File: config.mk
export PLATFORM = sky130hd
export DESIGN_NAME = mux_arb
export DESIGN_NICKNAME = d
export VERILOG_FILES = /design/src/rtl/mux_arb.sv
export SDC_FILE = /design/constraint.sdc
export NUM_CORES = 1
export LEC_CHECK = 0
export CAP_MARGIN = 10
export CELL_PAD_IN_SITES_DETAIL_PLACEMENT = 0
export CELL_PAD_IN_SITES_GLOBAL_PLACEMENT = 2
export CORE_AREA = 2 2 71 73
export CTS_BUF_LIST = sky130_fd_sc_hd__clkbuf_4 sky130_fd_sc_hd__clkbuf_8
export DETAILED_ROUTE_END_ITERATION = 8
export DIE_AREA = 0 0 73 75
export PLACE_DENSITY_LB_ADDON = 0.1
export SYNTH_ARGS = -nofsm -noshare
export SYNTH_HDL_FRONTEND = slang
export SYNTH_SLANG_ARGS = --single-unit
File: constraint.sdc
create_clock -name clk -period 1.3 [get_ports clk]
set_input_delay 0.13 -clock clk [delete_from_list [all_inputs] [get_ports clk]]
set_output_delay 0.13 -clock clk [all_outputs]
set_load 0.05 [all_outputs]
File: src/rtl/mux_arb.sv
// mux_arb: N-channel, W-bit arbitrating multiplexer with a registered output and valid/ready handshakes.
// Ports: clk, rst (synchronous, active-high); in_data[N*W], in_valid[N], in_ready[N] per producer;
//        out_data[W], out_sel[SW], out_valid, out_ready towards the single consumer.
// Define MUX_ARB_RR_EN for round-robin arbitration; left undefined, the lowest-index valid channel wins.
module mux_arb #(
    parameter int N = 4,
    parameter int W = 8
) (
    input  logic                   clk,
    input  logic                   rst,
    input  logic [N*W-1:0]         in_data,
    input  logic [N-1:0]           in_valid,
    output logic [N-1:0]           in_ready,
    output logic [W-1:0]           out_data,
    output logic                   out_valid,
    input  logic                   out_ready,
    output logic [$clog2(N)-1:0]   out_sel
);
    localparam int SW = $clog2(N);
    logic [SW-1:0] ptr, g_hi, g_lo, g;
    logic hit_hi, any, load_en;
    assign load_en = !out_valid || out_ready;
    // First valid channel at or above ptr wins; if none, wrap to the lowest valid channel.
    always_comb begin
        g_hi = '0;
        g_lo = '0;
        hit_hi = 1'b0;
        any = 1'b0;
        for (int i = N - 1; i >= 0; i--) begin
            if (in_valid[i]) begin
                g_lo = SW'(i);
                any = 1'b1;
                if (i >= int'(ptr)) begin
                    g_hi = SW'(i);
                    hit_hi = 1'b1;
                end
            end
        end
    end
    assign g = hit_hi ? g_hi : g_lo;
    assign in_ready = (!rst && load_en && any) ? N'(1) << g : '0;
`ifdef MUX_ARB_RR_EN
    always_ff @(posedge clk) begin
        if (rst)
            ptr <= '0;
        else if (load_en && any)
            ptr <= (int'(g) == N - 1) ? '0 : g + 1'b1;
    end
`else
    assign ptr = '0;
`endif
    always_ff @(posedge clk) begin
        if (rst) begin
            out_valid <= 1'b0;
            out_data <= '0;
            out_sel <= '0;
        end else if (load_en) begin
            out_valid <= any;
            if (any) begin
                out_data <= in_data[g*W +: W];
                out_sel <= g;
            end
        end
    end
endmodule

# Word-level counts from Yosys, hierarchy flattened

Index checks and enable logic that the tools add are counted.

Shift-type cells: 2
Muxes and demuxes: 9
Reduce and logical (&&, ||, !) cells: 6

Operators with widths:

| operator                                        | count |
|---|---|
| variable part select 32 x 6 -> 8 bit            | 1 |
| 2-to-1 mux 2 bit                                | 4 |
| 2-to-1 mux 1 bit                                | 4 |
| 2-to-1 mux 4 bit                                | 1 |
| << shifter 1 x 2 -> 4 bit, first input constant | 1 |
| logical AND 1 bit                               | 2 |
| logical NOT 1 bit                               | 2 |
| AND reduction 2 bit                             | 1 |
| logical OR 1 bit                                | 1 |

Bits in registers: 11
Logic and storage cells: 20

# Longest topological paths before layout

Gate-level depths: netlist of run 1.

Depth after elaboration: 6
Gate-level depth with buffers: 4

# Worst setup path before layout of run 1

No wires, ideal clock.

Path kind: flip-flop to output port
Start: register out_valid
End: output port in_ready[1]
Arrival: 2357 ps
Required time: 1170 ps
Path slack: -1187 ps
Stages on the path, launching flop included: 3
Path buffers: 0
Cells stage by stage: dfxtp_1 -> nor2b_1 -> nor4b_1

Longest elaborated chain between the ends: 5

Ends and longest elaborated chain:

| element                         | RTL line | source |
|---|---|---|
| from (decl)                     | 15       | `output logic out_valid,` |
| from (signal assigned)          | 58       | `out_valid <= any;` |
| logical NOT 1 bit               | 22       | `assign load_en = !out_valid \|\| out_ready;` |
| logical OR 1 bit                | 22       |  |
| logical AND 1 bit (2 in series) | 41       | `assign in_ready = (!rst && load_en && any) ? N'(1) << g : '0;` |
| 2-to-1 mux 4 bit                | 41       |  |
| to (decl)                       | 13       | `output logic [N-1:0] in_ready,` |

No other way between the ends.

# Worst setup path after layout of run 1

Start: register out_valid
End: output port in_ready[0]

The elaborated chain is that of the path after synthesis.

==> results.py, run 1 <==
metrics = {
    "yosys": {
        "synth_edf_count": 0,
        "synth_top_cell_by_area": "dfxtp_1",
        "synth.area.top_cells": "dfxtp_1 (25%), a21oi_2 (8.0%), a311oi_1 (8.0%)",
        "synth-main-ff-cell": "dfxtp_1",
        "syn_nets": 146,
        "seq_area_frac_synth_pct": 25.1,
        "synth_top_area_share_pct": 25.1,
        "synth_area_sq_um": 876,
        "async_flop_share_pct": 0,
        "ys_ff_latch": 11,
        "syn_avg_cell_area_sq_um": 8.19,
        "yosysUniqueCellTypes": 25,
        "yosys_warnings": 0,
        "syn_inst": 107,
    },
    "global_routing": {
        "grtUsageTotal_pct": 12.7,
        "grt_pass1_wl_microns": 5380,
        "antenna_found_initial": 0,
        "grt_pass1_vias": 1108,
        "overflow": 0,
        "grt_max_degree": 11,
    },
    "run": {
        "cap_viol_max_count": 0,
    },
    "placement": {
        "hpwl_microns": 2760,
        "io_buffers": 53,
        "gp_congestion": 0.735,
    },
    "worst_hold_path": {
        "worstHoldPathCells": 4,
        "hold_path_startpoint": "in_valid[1]",
        "hold_path_class": "in2reg",
        "whs_endpoint": "out_sel[1]",
    },
    "routing": {
        "dr.first_iter.drc_count": 65,
        "totalWireLength_microns": 3410,
        "ant_nets": 0,
        "first_pass_iters": 4,
        "via_count": 1130,
        "wl_per_cell_microns": 14.3,
        "drcViolationCount": 0,
        "detail_route.vias_per_cell": 4.73,
    },
    "setup_path": {
        "worstSetupEndpointType": "primary output",
        "worst-r2r-setup-slack_ns": 0.11,
        "cp.required_ns": 1.17,
        "rr_endpoint": "out_data[2]",
        "crit_type": "reg2out",
        "r2r_cells": 4,
        "arrival_ns": 1.17,
        "startpoint_type": "register",
        "path_max_fanout": 7,
        "reg2reg_from": "out_valid",
    },
    "die": {
        "start_util_pct": 18.8,
        "die_w_microns": 73,
        "die_h_microns": 75,
        "die_area_sq_mm": 0.00548,
        "io_pins": 54,
        "rows": 25,
        "core_area_sq_mm": 0.00466,
    },
    "sta": {
        "fin_crit_ns": 1.30,
        "slew_headroom_pct": 78.9,
        "hold_viol": 0,
        "postLayoutSetupSlackWorst_ns": -0.00411,
        "setup_viol": 2,
        "period_share_pct": 100,
        "max_freq_mhz": 767,
        "fin_worst_skew_ns": 0.00467,
        "drv_slew": 0,
        "rsz0062_at_grt": "true",
        "worstMarginPinSlew_ns": 0.315,
    },
    "run_status": {
        "status": "finished with violations",
        "violations": "setup timing",
    },
    "clocking": {
        "clkTransAtPathRegs_ns": 0.06,
        "tritoncts": "done",
        "cts_sinks": 11,
        "ctsHoldBuffers": 0,
        "clk_latency_ns": 0.24,
        "root_buffer": "clkbuf_8",
        "cts_buffers": 3,
        "htreeDepth": 1,
        "clockBufferDepth": 2,
    },
    "power_and_ir_drop": {
        "powerDensity_mw_per_mm2": 727,
        "total_power_w": 0.00143,
        "peakVddDrop_mv": 0.410,
        "power_leakage_nw": 0.771,
    },
    "cells_and_area": {
        "drive_gt1_share_pct": 38.4,
        "fin_nets": 225,
        "area_delta_synth_final_pct": 125,
        "antenna_cells": 0,
        "final_common_cell": "clkdlybuf4s50_1",
        "final_cell_mix": "clkdlybuf4s50_1 (32), buf_4 (23), buf_12 (18)",
        "final_core_util_pct": 42.3,
        "fillers": 440,
    },
}
## worst max-delay path, stage by stage, from the launching register on
cell and delay (ns):
dfxtp_4 0.35, nor2b_4 0.27, buf_6 0.14, nor3_4 0.03, buf_12 0.15
## worst max path at each step
stage,startpoint,to
after floorplan,out_valid,in_ready[3]
after global placement,in_valid[3],out_data[2]
after detailed placement,in_valid[0],out_data[6]
after CTS,out_valid,in_ready[1]
after global routing,out_valid,in_ready[0]
final,out_valid,in_ready[0]
## per-stage QoR
step / TNS (ns) / instances / hold WS, ns / setup WS [ns] / instance area (sq um)
after floorplan: -0.0472 / 107 / 0.202 / -0.0407 / 930
after global placement: -4.06 / 226 / 0.504 / -0.345 / 1830
after detailed placement: -4.51 / 226 / 0.511 / -0.406 / 1830
after CTS: -0.225 / 233 / 0.497 / -0.0802 / 1920
after global routing: -0.113 / 239 / 0.351 / -0.0602 / 1970
final: -0.00777 / 239 / 0.325 / -0.00411 / 1970
## per-layer routing
metal | GRT usage, % | part of all wire, %
met1 | 15.6 | 43
met2 | 22.5 | 52
met3 | 1.74 | 5.3
met4 | 4.94 | 0
met5 | 0 | 0
## power by group
part | leakage [nW] | internal [W] | switching (W)
Sequential | 0.0920 | 0.000367 | 0.0000361
Clock | 0.0262 | 0.000236 | 0.000134
Combinational | 0.653 | 0.000367 | 0.000292
Total | 0.771 | 0.000971 | 0.000462
## synthesized netlist by cell type (2+ instances only)
library cell  count
a21oi_1          10
a21oi_2           8
a311oi_1          8
and3b_1           8
buf_2             3
clkbuf_1          6
dfxtp_1          11
nand3b_1          8
nor2_1            3
nor2b_1          10
o21ai_0          10
o2bb2ai_1         8
or4_1             2
## cells by family (layout without fill, tap and decap cells)
logic type | Yosys count | count (layout) | share of synthesized area [%]
compound gates | 46 | 46 | 37.1
simple gates | 39 | 39 | 31.7
flops | 11 | 11 | 25.1
buf+inv | 11 | 89 | 6.00
## final cells by class
class	count	area (sq um)	area share [%]
Sequential cell	11	224	11.4
Multi-Input combinational cell	85	677	34.3
Clock buffer	4	48.8	2.47
Tap cell	54	67.6	3.43
Inverter	1	3.75	0.190
Timing Repair Buffer	84	951	48.2
## timing repair
| action | CTS | global route |
|---|---|---|
| setup buffers | 3 | 6 |
| gates resized for setup | 12 | 10 |
| setup endpoints to repair | 13 | 11 |
| pin swaps | 2 | 4 |
## registers in the layout (all words and copies together), names as in the netlist
register	flops
out_data	8
out_sel	2
out_valid	1
Note: power is estimated with default switching activity, not from simulation.
==> run 2, diff against run 1 <==
ABC_AREA = 1   (was unset)
CORE_AREA = 2 2 74 76   (was 2 2 71 73)
DIE_AREA = 0 0 76 78   (was 0 0 73 75)
REMOVE_ABC_BUFFERS = 1   (was unset)
==> results.py, run 2 <==
metrics = {
    "clocking": {
        "tritoncts": "done",
        "clkTransAtPathRegs_ns": 0.05,
        "cts_sinks": 11,
        "clockBufferDepth": 2,
        "htreeDepth": 1,
        "root_buffer": "clkbuf_8",
        "clk_latency_ns": 0.24,
        "cts_setup_buffers": 0,
        "ctsHoldBuffers": 0,
        "cts_buffers": 3,
    },
    "placement": {
        "hpwl_microns": 2460,
        "io_buffers": 53,
        "dp_slack_ns": -0.301,
        "gp_congestion": 0.697,
    },
    "routing": {
        "first_pass_iters": 4,
        "detail_route.vias_per_cell": 3.99,
        "drcViolationCount": 0,
        "via_count": 1089,
        "ant_nets": 0,
        "totalWireLength_microns": 3000,
        "dr.first_iter.drc_count": 74,
        "wl_per_cell_microns": 11.0,
    },
    "cells_and_area": {
        "reg.largest.list": "out_data: 8 flops, out_sel: 2 flops, out_valid: 1 flops",
        "regMostFlops": "out_data",
        "fillers": 542,
        "fin_nets": 243,
        "largest_register_ffs": 8,
        "area_delta_synth_final_pct": 107,
        "antenna_cells": 0,
        "drive_gt1_share_pct": 26.6,
        "final_core_util_pct": 34.9,
        "final_cell_mix": "clkdlybuf4s50_1 (34), nand2_1 (27), nand3_1 (24)",
        "final_common_cell": "clkdlybuf4s50_1",
    },
    "die": {
        "io_pins": 54,
        "die_w_microns": 76,
        "rows": 26,
        "die_h_microns": 78,
        "die_area_sq_mm": 0.00593,
        "core_area_sq_mm": 0.00504,
        "start_util_pct": 16.8,
    },
    "sta": {
        "setup_viol": 4,
        "hold_viol": 0,
        "max_freq_mhz": 703,
        "drv_slew": 0,
        "postLayoutSetupSlackWorst_ns": -0.122,
        "fin_worst_skew_ns": 0.00251,
        "period_share_pct": 109,
        "finalSetupTns_ns": -0.457,
        "hold_ws_ns": 0.474,
        "slew_headroom_pct": 87.1,
        "rsz0062_at_grt": "true",
        "fin_crit_ns": 1.42,
        "worstMarginPinSlew_ns": 0.193,
    },
    "run": {
        "cap_viol_max_count": 0,
    },
    "setup_path": {
        "worstSetupEndpointType": "primary output",
        "startpoint_type": "primary input",
        "crit_type": "in2out",
        "cp_slowest_cell": "clkdlybuf4s50_1",
        "critPathMaxStageDelay_ns": 0.47,
        "arrival_ns": 1.29,
        "path_buf_inv": 3,
        "cp.required_ns": 1.17,
        "cp_top_family": "buffers and inverters",
        "path_max_fanout": 4,
        "crit_chain": "clkdlybuf4s50_1 > nor2_2 > a21oi_4 > nand2_4 > nor3_2 > buf_4 > buf_12",
    },
    "yosys": {
        "syn_avg_cell_area_sq_um": 6.25,
        "synth_top_area_share_pct": 25.9,
        "yosys_warnings": 0,
        "synth-main-ff-cell": "dfxtp_1",
        "synth_top_cell_by_area": "dfxtp_1",
        "synth_edf_count": 0,
        "seq_area_frac_synth_pct": 25.9,
        "synth.area.top_cells": "dfxtp_1 (26%), nand3_1 (14%), nand2_1 (12%)",
        "synthTopCellsByCount": "nand2_1 (28), nand3_1 (24), nor2_1 (17), inv_1 (13), dfxtp_1 (11)",
        "yosysUniqueCellTypes": 23,
        "synth_area_sq_um": 850,
        "syn_inst": 136,
        "ys_ff_latch": 11,
        "async_flop_share_pct": 0,
        "synth_most_common_cell": "nand2_1",
    },
    "global_routing": {
        "overflow": 0,
        "grtUsageTotal_pct": 10.8,
        "grt_pass1_vias": 1078,
        "antenna_found_initial": 0,
        "grt_pass1_wl_microns": 5100,
        "grt_max_degree": 22,
    },
    "worst_hold_path": {
        "hold_path_class": "in2reg",
    },
    "power_and_ir_drop": {
        "total_power_w": 0.00141,
        "powerDensity_mw_per_mm2": 803,
        "power_leakage_nw": 0.813,
        "peakVddDrop_mv": 0.228,
    },
    "run_status": {
        "status": "finished with violations",
        "violations": "setup timing",
    },
}
run 2: cell types whose count changed after synthesis, sizes merged, moves of 3 or more:
cell,delta
a21oi,-15
a311oi,-8
and3b,-8
clkbuf,-5
inv,+16
nand2,+30
nand3,+24
nand3b,-8
nand4,+8
nor2,+16
nor2b,-10
nor3,+3
o2bb2ai,-8
run 2: cell families (layout without fill, tap and decap cells):
family	count (synthesis)	after routing	synth area share, %
flip-flops	11	11	25.9
AND/OR/NAND/NOR	88	88	50.2
buffers and inverters	24	91	14.4
AO/OA/AOI/OAI	13	13	9.43
run 2: per-stage QoR:
stage / instances / cell area (sq um)
after floorplan: 129 / 792
after global placement: 269 / 1690
after detailed placement: 269 / 1690
after CTS: 273 / 1760
after global routing: 273 / 1760
final: 273 / 1760
run 2: cell type report:
type | instances | area [sq um] | share of cell area [%]
clock buffer | 4 | 48.8 | 2.77
inverter | 17 | 65.1 | 3.69
multi-input combinational | 101 | 537 | 30.5
sequential | 11 | 220 | 12.5
tap | 70 | 87.6 | 4.97
timing repair buffer | 70 | 803 | 45.6
run 2: power breakdown:
part	internal (W)	switching [W]	leakage [nW]
combinational	0.000328	0.000314	0.695
sequential	0.000370	0.0000324	0.0914
clock	0.000237	0.000133	0.0262
run 2: final timing paths:
kind,start,end,slack [ns],cells past startpoint
min,rst,out_sel[1],0.47,2
max,out_ready,in_ready[3],-0.12,7
max reg2reg,out_valid,out_data[0],0.13,7
min reg2reg,out_sel[1],out_sel[1],0.51,2
run 2: layer usage:
layer  wire, microns  up-vias  global-route usage [%]  part of all wire, %
met4              50        0                    5.45                  1.7
met2            1360       44                    17.1                   45
met1            1400      465                    14.0                   47
met3             185        4                    2.09                  6.2
met5               0        -                       0                    0
li1                -      576                       -                    -
run 2: repair_timing:
| item | CTS | global route |
|---|---|---|
| resized for setup | 11 | 0 |
| pin swaps | 1 | 0 |
| endpoints found under the setup margin | 4 | 4 |
